<file path="src/rtl/aes_pkg.sv">
// Shared AES constants and the byte streamer state encoding.
// AES_KAT_CIPHER is also used by the board LED known-answer check.
package aes_pkg;
  localparam int AES_BLOCK_W = 128;
  localparam int AES_BYTE_W  = 8;

  localparam logic [AES_BLOCK_W-1:0] AES_KAT_CIPHER =
    128'h4b286e22c5d2113d01227cc2cdf88f39;

  typedef enum logic [1:0] {
    IDLE = 2'd0,
    SEND = 2'd1,
    DONE = 2'd2
  } stream_state_e;
endpackage

</file>
<file path="src/rtl/cipher_byte_streamer.sv">
// Captures a cipher block and streams it out one byte per valid/ready transfer.
// Optional known-answer flag (kat_match) is built when CIPHER_STREAM_KAT_EN is defined.
module cipher_byte_streamer
  import aes_pkg::*;
#(
  parameter int NUM_BYTES = 16,
  parameter bit MSB_FIRST = 1'b1
) (
  input  logic                              clk,
  input  logic                              rst,
`ifdef CIPHER_STREAM_KAT_EN
  output logic                              kat_match,
`endif
  input  logic [AES_BYTE_W*NUM_BYTES-1:0]   cipher_text,
  input  logic                              cipher_valid,
  output logic [AES_BYTE_W-1:0]             byte_out,
  output logic                              byte_valid,
  input  logic                              byte_ready,
  output logic                              busy,
  output logic                              done,
  output logic                              overrun
);
  localparam int W     = AES_BYTE_W * NUM_BYTES;
  localparam int CNT_W = (NUM_BYTES > 1) ? $clog2(NUM_BYTES) : 1;
  localparam logic [CNT_W-1:0] LAST = CNT_W'(NUM_BYTES - 1);

  stream_state_e           r_state;
  logic [W-1:0]            r_sr;
  logic [CNT_W-1:0]        r_cnt;

  logic [W-1:0]            w_shifted;
  logic [AES_BYTE_W-1:0]   w_first_byte;
  logic [AES_BYTE_W-1:0]   w_next_byte;
  logic                    w_xfer;

  // r_sr always holds the current byte in its output slot, so the next byte
  // comes from the slot of the shifted value.
  always_comb begin
    if (MSB_FIRST) begin
      w_shifted    = r_sr << AES_BYTE_W;
      w_first_byte = cipher_text[W-1 -: AES_BYTE_W];
      w_next_byte  = w_shifted[W-1 -: AES_BYTE_W];
    end else begin
      w_shifted    = r_sr >> AES_BYTE_W;
      w_first_byte = cipher_text[AES_BYTE_W-1:0];
      w_next_byte  = w_shifted[AES_BYTE_W-1:0];
    end
  end

  assign w_xfer = byte_valid && byte_ready;

  always_ff @(posedge clk or posedge rst) begin
    if (rst) begin
      r_state    <= IDLE;
      r_sr       <= '0;
      r_cnt      <= '0;
      byte_out   <= '0;
      byte_valid <= 1'b0;
      busy       <= 1'b0;
      done       <= 1'b0;
      overrun    <= 1'b0;
`ifdef CIPHER_STREAM_KAT_EN
      kat_match  <= 1'b0;
`endif
    end else begin
      case (r_state)
        IDLE, DONE: begin
          done <= 1'b0;
          if (cipher_valid) begin
            r_sr       <= cipher_text;
            r_cnt      <= '0;
            byte_out   <= w_first_byte;
            byte_valid <= 1'b1;
            busy       <= 1'b1;
            r_state    <= SEND;
`ifdef CIPHER_STREAM_KAT_EN
            kat_match  <= (cipher_text == W'(AES_KAT_CIPHER));
`endif
          end else begin
            r_state <= IDLE;
          end
        end
        SEND: begin
          if (cipher_valid) overrun <= 1'b1;
          if (w_xfer) begin
            if (r_cnt == LAST) begin
              byte_valid <= 1'b0;
              busy       <= 1'b0;
              done       <= 1'b1;
              r_state    <= DONE;
            end else begin
              r_cnt    <= r_cnt + 1'b1;
              r_sr     <= w_shifted;
              byte_out <= w_next_byte;
            end
          end
        end
        default: r_state <= IDLE;
      endcase
    end
  end
endmodule

</file>
<file path="config.mk">
export PLATFORM = sky130hd
export DESIGN_NAME = cipher_byte_streamer
export DESIGN_NICKNAME = d
export VERILOG_FILES = /design/src/rtl/aes_pkg.sv /design/src/rtl/cipher_byte_streamer.sv
export SDC_FILE = /design/constraint.sdc
export NUM_CORES = 1
export LEC_CHECK = 0
export BUFFER_PORTS_ARGS = -buffer_cell sky130_fd_sc_hd__buf_2
export CORE_MARGIN = 4
export CORE_UTILIZATION = 25
export CTS_CLUSTER_DIAMETER = 40
export CTS_CLUSTER_SIZE = 24
export DETAILED_ROUTE_END_ITERATION = 8
export GPL_ROUTABILITY_DRIVEN = 0
export PLACE_DENSITY = 0.49
export SETUP_SLACK_MARGIN = 0.5
export SLEW_MARGIN = 15
export SYNTH_ARGS = -nofsm -noshare
export SYNTH_HDL_FRONTEND = slang
export SYNTH_SLANG_ARGS = --single-unit
</file>
<file path="constraint.sdc">
create_clock -name clk -period 6.5 [get_ports clk]
set_clock_uncertainty 0.15 [all_clocks]
set_input_delay 1.625 -clock clk [delete_from_list [all_inputs] [get_ports clk]]
set_output_delay 1.625 -clock clk [all_outputs]
set_load 0.01 [all_outputs]
</file>
==> impl_metrics.tcl, run 1 <==
set metrics [dict create \
    status "completed" \
    start_kind "input pin" \
    cp_num_buf_inv 2 \
    combPwrFrac 0.448 \
    grt_antenna_before_repair 0 \
    power_mw 4.45 \
    worst_slew_pin_slew_ps 1030 \
    cts.htree.levels 4 \
    coreArea_sq_mm 0.0270 \
    synth_area_sq_mm 0.00690 \
    grt_pass1_vias 4531 \
    setup_viol 0 \
    drt-total-wl_microns 16000 \
    hp-class "reg -> reg" \
    clk_latency_ps 410 \
    cts_buffers 17 \
    drc 0 \
    viasPerCell 4.28 \
    cellPowerDensity_mw_per_mm2 526 \
    seq_power_share 0.333 \
    path_clk_slew_ps 60 \
    postCtsSetupRepairBufs 0 \
    fin_cells 938 \
    dp.cells 906 \
    die_w_microns 174 \
    drt_iter0_drc 154 \
    yosysWarningCount 0 \
    wl_per_cell_microns 17.1 \
    slowest_stage "buf_4" \
    timing.fmax_ghz 0.280 \
    cts_resized 0 \
    setup-tns-final_ps 0 \
    grt_max_degree 87 \
    io_pins 144 \
    hold-worst-slack_ps 322 \
    ys_seq_area_frac 0.497 \
    r2r_slack_ps 3690 \
    postRouteAntennaNets 0 \
    num_rows 60 \
    grt-ovfl-total 0 \
    max_stage_delay_ps 630 \
    crit_path_end_kind "flop" \
    areaGrowthSynthToFinish_pct 22.6 \
    cp.arrival_ps 3720 \
    layout_min_cycle_time_ps 3570 \
    relSlewSlack 0.312 \
    vias 4014 \
    cp_max_fo 57 \
    net-switching-power_mw 1.35 \
    path_class "in -> reg" \
    finalHoldViolations 0 \
    worst_slack_ps 2930 \
    root_buffer "clkbuf_16" \
    postLayoutCellArea_sq_mm 0.00846 \
    place_ws_ps 2460 \
    peakVddDrop_v 0.000274 \
    grt_pass1_wl_microns 25600 \
    synth_flop_cell "dfrtp_1" \
    final_nets 717 \
    leakagePower_nw 3.99 \
    drive_gt1_frac 0.704 \
    antenna_cells 0 \
    drv_cap 0 \
    synthCells 448 \
    async_flop_share 1.00 \
    ys_ff_latch 137 \
    synth_edf_count 0 \
    finalCritPeriodShare 0.549 \
    start_util 0.255 \
    finalCoreUtilization 0.313 \
    die_area_sq_mm 0.0303 \
    cts_sinks 137 \
    final-max-slew-violation-count 0 \
    crit_path_cell_trace "buf_2, and2b_4, a21o_4, buf_4, mux2_4" \
    cts-hold-fix-buffers 0 \
    synth.avg_cell_area_sq_um 15.4 \
    critPathRequiredTime_ps 6640 \
    clkPwrFrac 0.219 \
    drt-pass1-iter-count 5 \
    critPathTopFamily "buffers and inverters" \
    dpl_cell_area_sq_mm 0.00787 \
    rsz0062_at_grt "no" \
    grt_use_total 0.106 \
    p_int_mw 3.10 \
    cts_tree "yes" \
    die_y_microns 174 \
    swShare 0.304 \
    ys_types 31 \
    io_buffers 143 \
    hpwl_microns 11100 \
    clock_path_buffers 2 \
    synth_nets 581 \
]
## metal layers
layer  global-route usage  wire length [microns]  share of wire  vias up
met4               0.0310                    190          0.012        0
met1                0.147                   7870           0.49     1986
met3               0.0315                    737          0.046       12
met2                0.161                   7220           0.45      102
li1                     -                      -              -     1914
met5                    0                      0              0        -
## path summary, 6_finish.rpt
check                      depth (start not counted)                    end                   start
max                                                5   r_sr[71]$_DFFE_PP0P_            cipher_valid
min                                                1    overrun$_DFFE_PP0P_     overrun$_DFFE_PP0P_
max reg2reg                                        4   r_sr[71]$_DFFE_PP0P_  r_state[1]$_DFFE_PP0P_
min reg2reg                                        1    overrun$_DFFE_PP0P_     overrun$_DFFE_PP0P_
max in group asynchronous                          3  r_sr[101]$_DFFE_PP0P_                     rst
min in group asynchronous                          2   r_sr[67]$_DFFE_PP0P_                     rst
## placed cells by master, fill, tap and decap left out, drive strengths merged, types with 3 or more instances in the layout
master / instances
a32o: 8
clkinvlp: 6
nand3: 3
clkbuf: 19
buf: 147
inv: 7
nand2: 4
dfrtp: 137
mux2: 240
## registers in the layout (all words and copies together) (netlist names)
name,flops
byte_out,8
r_sr,120
busy,1
done,1
r_cnt,4
r_state,2
overrun,1
## synthesized netlist by cell type (2+ instances only)
cell | n | share of area
nand2b_1 | 2 | 0.0018
nor3_1 | 2 | 0.0015
a21o_1 | 2 | 0.0022
mux2_1 | 5 | 0.0082
clkbuf_1 | 6 | 0.0033
o21ai_0 | 2 | 0.0015
buf_6 | 2 | 0.0033
a32o_1 | 8 | 0.012
dfrtp_1 | 137 | 0.50
mux2_2 | 168 | 0.27
buf_8 | 7 | 0.015
nand2_1 | 4 | 0.0022
nand3_1 | 2 | 0.0015
buf_4 | 2 | 0.0022
inv_1 | 4 | 0.0022
mux2_4 | 67 | 0.15
buf_2 | 13 | 0.0094
nor2_1 | 2 | 0.0011
## power by group through the flow
stage	combinational [mW]	clock [mW]	sequential, mW
final	2.00	0.974	1.48
after detailed placement	2.02	0	1.50
after CTS	2.04	1.01	1.49
after global placement	1.98	0	1.49
after floorplan	1.77	0	1.42
after global routing	2.16	1.04	1.53
## final cells by class
class,count,area (sq um)
fill,2685,18600
sequential,137,3430
multi-input combinational,277,3250
timing repair buffer,147,746
clock buffer,19,443
tap,341,427
clock inverter,13,145
inverter,4,20.0
## kinds of logic after synthesis
kind of cell / after synthesis / share of synthesized area
adders and majority gates: 1 / 0.00181
and+or+nand+nor: 16 / 0.0138
muxes: 241 / 0.429
AOI/OAI and AO/OA: 19 / 0.0227
buffers and inverters: 34 / 0.0355
DFF: 137 / 0.497
(Power assumes the default switching activity.)
==> run 2, diff against run 1 <==
--- a/config.mk
+++ b/config.mk
@@ -5,6 +5,7 @@
 export SDC_FILE = /design/constraint.sdc
 export NUM_CORES = 1
 export LEC_CHECK = 0
+export ABC_AREA = 1
 export BUFFER_PORTS_ARGS = -buffer_cell sky130_fd_sc_hd__buf_2
 export CORE_MARGIN = 4
 export CORE_UTILIZATION = 25
==> constraint.sdc (replaced) <==
create_clock -name clk -period 3.52 [get_ports clk]
set_clock_uncertainty 0.15 [all_clocks]
set_input_delay 0.88 -clock clk [delete_from_list [all_inputs] [get_ports clk]]
set_output_delay 0.88 -clock clk [all_outputs]
set_load 0.01 [all_outputs]
==> run 2 against run 1 <==
Effect of this change:
- largest power group is now the clock network
- critical endpoint is now r_sr[29]$_DFFE_PP0P_
- final cell count rose by 60%
- worst setup slack worse by 1500 ps
- synthesized area rose by 1.9%
- die area rose by 1.8%
==> impl_metrics.tcl, run 2 <==
set metrics [dict create \
    ys_types 18 \
    cp_num_buf_inv 1 \
    io_buffers 143 \
    postLayoutCellArea_sq_mm 0.00865 \
    layout_min_cycle_time_ps 2130 \
    synth_nets 1144 \
    cts.htree.levels 4 \
    coreArea_sq_mm 0.0278 \
    cellPowerDensity_mw_per_mm2 409 \
    clk_latency_ps 420 \
    cp.arrival_ps 2330 \
    timing.fmax_ghz 0.470 \
    largest_reg_flops 120 \
    synth.avg_cell_area_sq_um 6.96 \
    drc 0 \
    grt_max_degree 133 \
    synth_area_sq_mm 0.00703 \
    combPwrFrac 0.031 \
    drive_gt1_frac 0.171 \
    synth_top_cell_by_area "dfrtp_1" \
    synth_edf_count 0 \
    vias 6511 \
    cp_max_fo 131 \
    cts-hold-fix-buffers 0 \
    hpwl_microns 12500 \
    worst_slew_pin_slew_ps 802 \
    io_pins 144 \
    synth_area_leaders "dfrtp_1 (49%), nand2_1 (34%), nand3_1 (9.0%), buf_2 (3.0%), buf_4 (1.1%)" \
    postRouteAntennaNets 0 \
    fillers 3124 \
    async_flop_share 1.00 \
    regMostFlops "r_sr" \
    setup_viol 0 \
    finalCritPeriodShare 0.604 \
    root_buffer "clkbuf_16" \
    die_y_microns 176 \
    yosysWarningCount 0 \
    clock_path_buffers 2 \
    grt_pass1_wl_microns 33600 \
    drt_iter0_drc 554 \
    yosysTopAreaCellShare 0.488 \
    peakVddDrop_v 0.000244 \
    grt-ovfl-total 0 \
    layout_commonest_cell "nand2_1" \
    seq_power_share 0.445 \
    synth_flop_cell "dfrtp_1" \
    die_area_sq_mm 0.0309 \
    cts_buffers 17 \
    largest_registers "r_sr (120), byte_out (8), r_cnt (4)" \
    dpl_cell_area_sq_mm 0.00805 \
    grt_antenna_before_repair 0 \
    setup-tns-final_ps 0 \
    drv_cap 0 \
    final_nets 1246 \
    ys_ff_latch 137 \
    start_util 0.253 \
    wl_per_cell_microns 13.5 \
    die_w_microns 176 \
    num_rows 61 \
    critPathRequiredTime_ps 3720 \
    viasPerCell 4.33 \
    path_clk_slew_ps 60 \
    critPathTopFamily "simple AND/OR/NAND/NOR gates" \
    net-switching-power_mw 0.798 \
    cts_tree "yes" \
    crit_path_cell_trace "ha_1, nand3_1, nand2_1, nand2_4, buf_12, nand3_1, nand2_1" \
    max_stage_delay_ps 460 \
    crit_path_end_kind "flop" \
    slowest_stage "buf_12" \
    swShare 0.226 \
    status "completed" \
    path_class "reg -> reg" \
    areaGrowthSynthToFinish_pct 23.1 \
    layout_common_cells "nand2_1 (646), buf_2 (143), dfrtp_1 (137)" \
    cts_sinks 137 \
    hp-class "reg -> reg" \
    drt-total-wl_microns 20300 \
    clkPwrFrac 0.523 \
    place_ws_ps 1100 \
    worst_slack_ps 1390 \
    start_kind "flop" \
    grt_use_total 0.133 \
    rsz0062_at_grt "no" \
    yosysMostFrequentCell "nand2_1" \
    postCtsSetupRepairBufs 0 \
    relSlewSlack 0.465 \
    p_int_mw 2.74 \
    antenna_cells 0 \
    drt-pass1-iter-count 5 \
    finalHoldViolations 0 \
    final-max-slew-violation-count 0 \
    synth_commonest_cells "nand2_1 (646), dfrtp_1 (137), nand3_1 (126)" \
    synthCells 1011 \
    grt_pass1_vias 6624 \
    leakagePower_nw 5.06 \
    ys_seq_area_frac 0.488 \
    cts_resized 0 \
]
==> run 2: cell types whose count changed after synthesis, sizes merged, moves of 5 or more <==
cell    before  now
mux2       240    0
buf         24   59
nand3        3  126
nor2         2    8
a32o         8    0
nand3b       0    9
clkbuf       6   11
nand2        4  648
==> run 2: cell families after synthesis <==
kind of cell	after synthesis	share of synthesized area
simple gates	791	0.452
flops	137	0.488
compound gates	3	0.00249
fa+ha+maj	1	0.00178
buf+inv	78	0.0544
xor+xnor	1	0.00125
==> run 2: stage by stage <==
| step | hold slack [ps] | util | power (mW) | cells |
|---|---|---|---|---|
| 2_1_floorplan | 292 | - | 1.63 | 1011 |
| 3_5_place_dp | 290 | 0.290 | 1.72 | 1472 |
| 5_1_grt | 329 | 0.312 | 3.67 | 1504 |
| 3_3_place_gp | 292 | 0.290 | 1.72 | 1472 |
| 6_report | 312 | 0.312 | 3.54 | 1504 |
| 4_1_cts | 314 | 0.312 | 3.61 | 1504 |
==> run 2: area by class of cell <==
type                       count  area (sq um)  share of cell area
inverter                       8          38.8             0.00448
timing repair buffer         153           878               0.101
clock inverter                12           139              0.0160
clock buffer                  20           467              0.0539
sequential                   137          3430               0.396
multi-input combinational    796          3230               0.373
tap                          378           473              0.0546
==> run 2: path summary, 6_finish.rpt <==
check	cells after the start	end	start	slack, ps
max in group asynchronous	3	r_sr[80]$_DFFE_PP0P_	rst	2200
worst max register to register	7	r_sr[29]$_DFFE_PP0P_	r_cnt[0]$_DFFE_PP0P_	1390
worst min register to register	1	overrun$_DFFE_PP0P_	overrun$_DFFE_PP0P_	310
worst max-delay path	7	r_sr[29]$_DFFE_PP0P_	r_cnt[0]$_DFFE_PP0P_	1390
min in group asynchronous	2	r_sr[19]$_DFFE_PP0P_	rst	320
worst min-delay path	1	overrun$_DFFE_PP0P_	overrun$_DFFE_PP0P_	310
==> run 2: layer usage <==
| layer | track usage | share of wire |
|---|---|---|
| met1 | 0.180 | 0.48 |
| met2 | 0.215 | 0.47 |
| met3 | 0.0293 | 0.046 |
| met4 | 0.0354 | 0.0091 |
| met5 | 0 | 0 |
==> run 2: power by group through the flow <==
stage | clock, mW | sequential, mW | combinational (mW)
after floorplan | 0 | 1.60 | 0.0231
after global placement | 0 | 1.60 | 0.114
after detailed placement | 0 | 1.60 | 0.115
after CTS | 1.92 | 1.57 | 0.115
after global routing | 1.97 | 1.57 | 0.127
final | 1.85 | 1.57 | 0.111
==> run 3, diff against run 2 <==
--- a/config.mk
+++ b/config.mk
@@ -5,7 +5,7 @@
 export SDC_FILE = /design/constraint.sdc
 export NUM_CORES = 1
 export LEC_CHECK = 0
-export ABC_AREA = 1
+export ABC_AREA = 0
 export BUFFER_PORTS_ARGS = -buffer_cell sky130_fd_sc_hd__buf_2
 export CORE_MARGIN = 4
 export CORE_UTILIZATION = 25
@@ -13,7 +13,7 @@
 export CTS_CLUSTER_SIZE = 24
 export DETAILED_ROUTE_END_ITERATION = 8
 export GPL_ROUTABILITY_DRIVEN = 0
-export PLACE_DENSITY = 0.49
+export PLACE_DENSITY = 0.5
 export SETUP_SLACK_MARGIN = 0.5
 export SLEW_MARGIN = 15
 export SYNTH_ARGS = -nofsm -noshare
==> constraint.sdc (replaced) <==
create_clock -name clk -period 1.9 [get_ports clk]
set_clock_uncertainty 0.15 [all_clocks]
set_input_delay 0.475 -clock clk [delete_from_list [all_inputs] [get_ports clk]]
set_output_delay 0.475 -clock clk [all_outputs]
set_load 0.01 [all_outputs]
==> run 3 against run 2 <==
Effect of this change:
- the run now ends with negative setup slack left
- non-clock buffer count grew 22
- die area is 1.8% lower
- design area increased by 4.3%
- global-route usage down 2.1 points
- register-to-register slack got worse by 1400 ps
- wire length is 15% lower
- power increased to 4.7 times the previous value
- sequential share of layout area shrank 1.6 points
- utilization up 2.3 points
- worst setup slack got worse by 1400 ps
- critical path depth decreased by 1
- largest cell class unchanged
==> impl_metrics.tcl, run 3 (synthesized netlist as in run 1, its figures left out) <==
set metrics [dict create \
    cts.htree.levels 4 \
    leakagePower_nw 4.30 \
    setup-tns-final_ps -19.2 \
    grt_pass1_wl_microns 26700 \
    seq_area_sq_mm 0.00343 \
    num_rows 60 \
    met3_usage 0.0359 \
    start_kind "flop" \
    layout_min_cycle_time_ps 1910 \
    clkPwrFrac 0.205 \
    largest_reg_flops 120 \
    die_y_microns 174 \
    final-max-slew-violation-count 0 \
    grt_use_total 0.112 \
    grt_pass1_vias 4760 \
    dpl_cell_area_sq_mm 0.00817 \
    use_met2 0.171 \
    clk_latency_ps 420 \
    largest_registers "r_sr (120), byte_out (8), r_cnt (4)" \
    cellPowerDensity_mw_per_mm2 1830 \
    grt-ovfl-total 0 \
    regMostFlops "r_sr" \
    layout_commonest_cell "mux2_2" \
    hpwl_microns 12000 \
    drt-pass1-iter-count 4 \
    status "complete, but fails checks" \
    grt_max_degree 53 \
    drt_iter0_drc 211 \
    rsz0062_at_grt "yes" \
    worst_slack_ps -9.84 \
    path_clk_slew_ps 60 \
    multi_input_area_sq_mm 0.00336 \
    coreArea_sq_mm 0.0270 \
    dp.cells 923 \
    gr-max-usage-layer "met2" \
    grt_antenna_before_repair 0 \
    violations "negative setup slack" \
    vias 4152 \
    cp_max_fo 17 \
    peakVddDrop_v 0.000677 \
    relSlewSlack 0.792 \
    cts_sinks 137 \
    drive_gt1_frac 0.733 \
    cts_tree "yes" \
    drv_cap 0 \
    io_pins 144 \
    drt-total-wl_microns 17200 \
    die_area_sq_mm 0.0303 \
    root_buffer "clkbuf_16" \
    io_buffers 143 \
    drc 0 \
    start_util 0.255 \
    hp-class "in -> reg" \
    path_class "reg -> reg" \
    place_ws_ps -38.4 \
    postRouteAntennaNets 0 \
    antenna_cells 0 \
    fin_cells 966 \
    layout_common_cells "mux2_2 (156), buf_2 (140), dfrtp_1 (136)" \
    worst_slew_pin_slew_ps 312 \
    viasPerCell 4.30 \
    die_w_microns 174 \
    finalHoldViolations 0 \
    cp.arrival_ps 2060 \
    wl_per_cell_microns 17.8 \
    r2r_slack_ps -10 \
    combPwrFrac 0.485 \
    net-switching-power_mw 4.98 \
    postLayoutCellArea_sq_mm 0.00903 \
    met1_usage 0.153 \
    clock_path_buffers 2 \
    timing.fmax_ghz 0.524 \
    finalCritPeriodShare 1.01 \
    fillers 2673 \
    p_int_mw 11.5 \
    areaGrowthSynthToFinish_pct 30.8 \
    seq_power_share 0.310 \
    final_nets 745 \
    crit_path_end_kind "flop" \
    setup_viol 5 \
    swShare 0.302 \
    cts_buffers 17 \
    critPathRequiredTime_ps 2050 \
]
run 3: cell types whose count changed in the layout (fill, tap and decap cells not counted), sizes merged, moves of 8 or more:
| cell | delta |
|---|---|
| nand3b | -9 |
| buf | +18 |
| nand3 | -123 |
| nand2 | -644 |
| a32o | +8 |
| mux2 | +240 |
run 3: stage by stage:
step	util	hold slack, ps	power [mW]
after floorplan	-	310	11.3
after global placement	0.302	288	12.5
after detailed placement	0.302	300	12.6
after CTS	0.325	134	16.2
after global routing	0.334	136	17.5
final	0.334	152	16.5
run 3: area by class of cell:
type                    instances  area share
clock inverters                11      0.0134
flip-flops and latches        137       0.380
multi-input cells             277       0.372
repair buffers                175       0.133
clock buffers                  21      0.0521
inverters                       4     0.00208
well taps                     341      0.0473
run 3: repair_timing:
| item | 4_1_cts | 5_1_grt |
|---|---|---|
| hold buffers | 1 | 0 |
| cloned | 0 | 3 |
| resized for setup | 4 | 22 |
| hold endpoints to repair | 7 | 0 |
| endpoints found under the setup margin | 145 | 148 |
| pin swaps | 0 | 4 |
| setup buffers | 0 | 7 |
run 3: critical path: stages, from the launching register on:
cell and delay [ps]:
dfrtp_1 410, buf_4 150, nor2b_4 140, buf_12 140
clkbuf_16 180, mux2_2 350, mux2_2 260
run 3: power groups by stage:
stage | Clock, mW | Combinational [mW] | Sequential, mW
floorplan | 0 | 6.44 | 4.86
global placement | 0 | 7.36 | 5.10
detailed placement | 0 | 7.48 | 5.14
CTS | 3.48 | 7.58 | 5.11
global route | 3.63 | 8.60 | 5.28
finish | 3.37 | 8.00 | 5.11
run 3: metal layers:
layer | vias up | routed length [microns] | part of all wire
met5 | - | 0 | 0
met1 | 2074 | 8090 | 0.47
met3 | 14 | 831 | 0.048
met4 | 0 | 157 | 0.0091
met2 | 98 | 8110 | 0.47
li1 | 1966 | - | -
run 3: final timing paths:
check                                        from                     to  cells after the start
setup / recovery           r_state[1]$_DFFE_PP0P_  r_sr[109]$_DFFE_PP0P_                      6
hold / removal                     cipher_text[0]    r_sr[0]$_DFFE_PP0P_                      2
setup reg to reg           r_state[1]$_DFFE_PP0P_  r_sr[109]$_DFFE_PP0P_                      6
hold reg to reg               r_sr[1]$_DFFE_PP0P_    r_sr[1]$_DFFE_PP0P_                      1
max in group asynchronous                     rst   r_sr[56]$_DFFE_PP0P_                      4
min in group asynchronous                     rst    r_sr[3]$_DFFE_PP0P_                      3
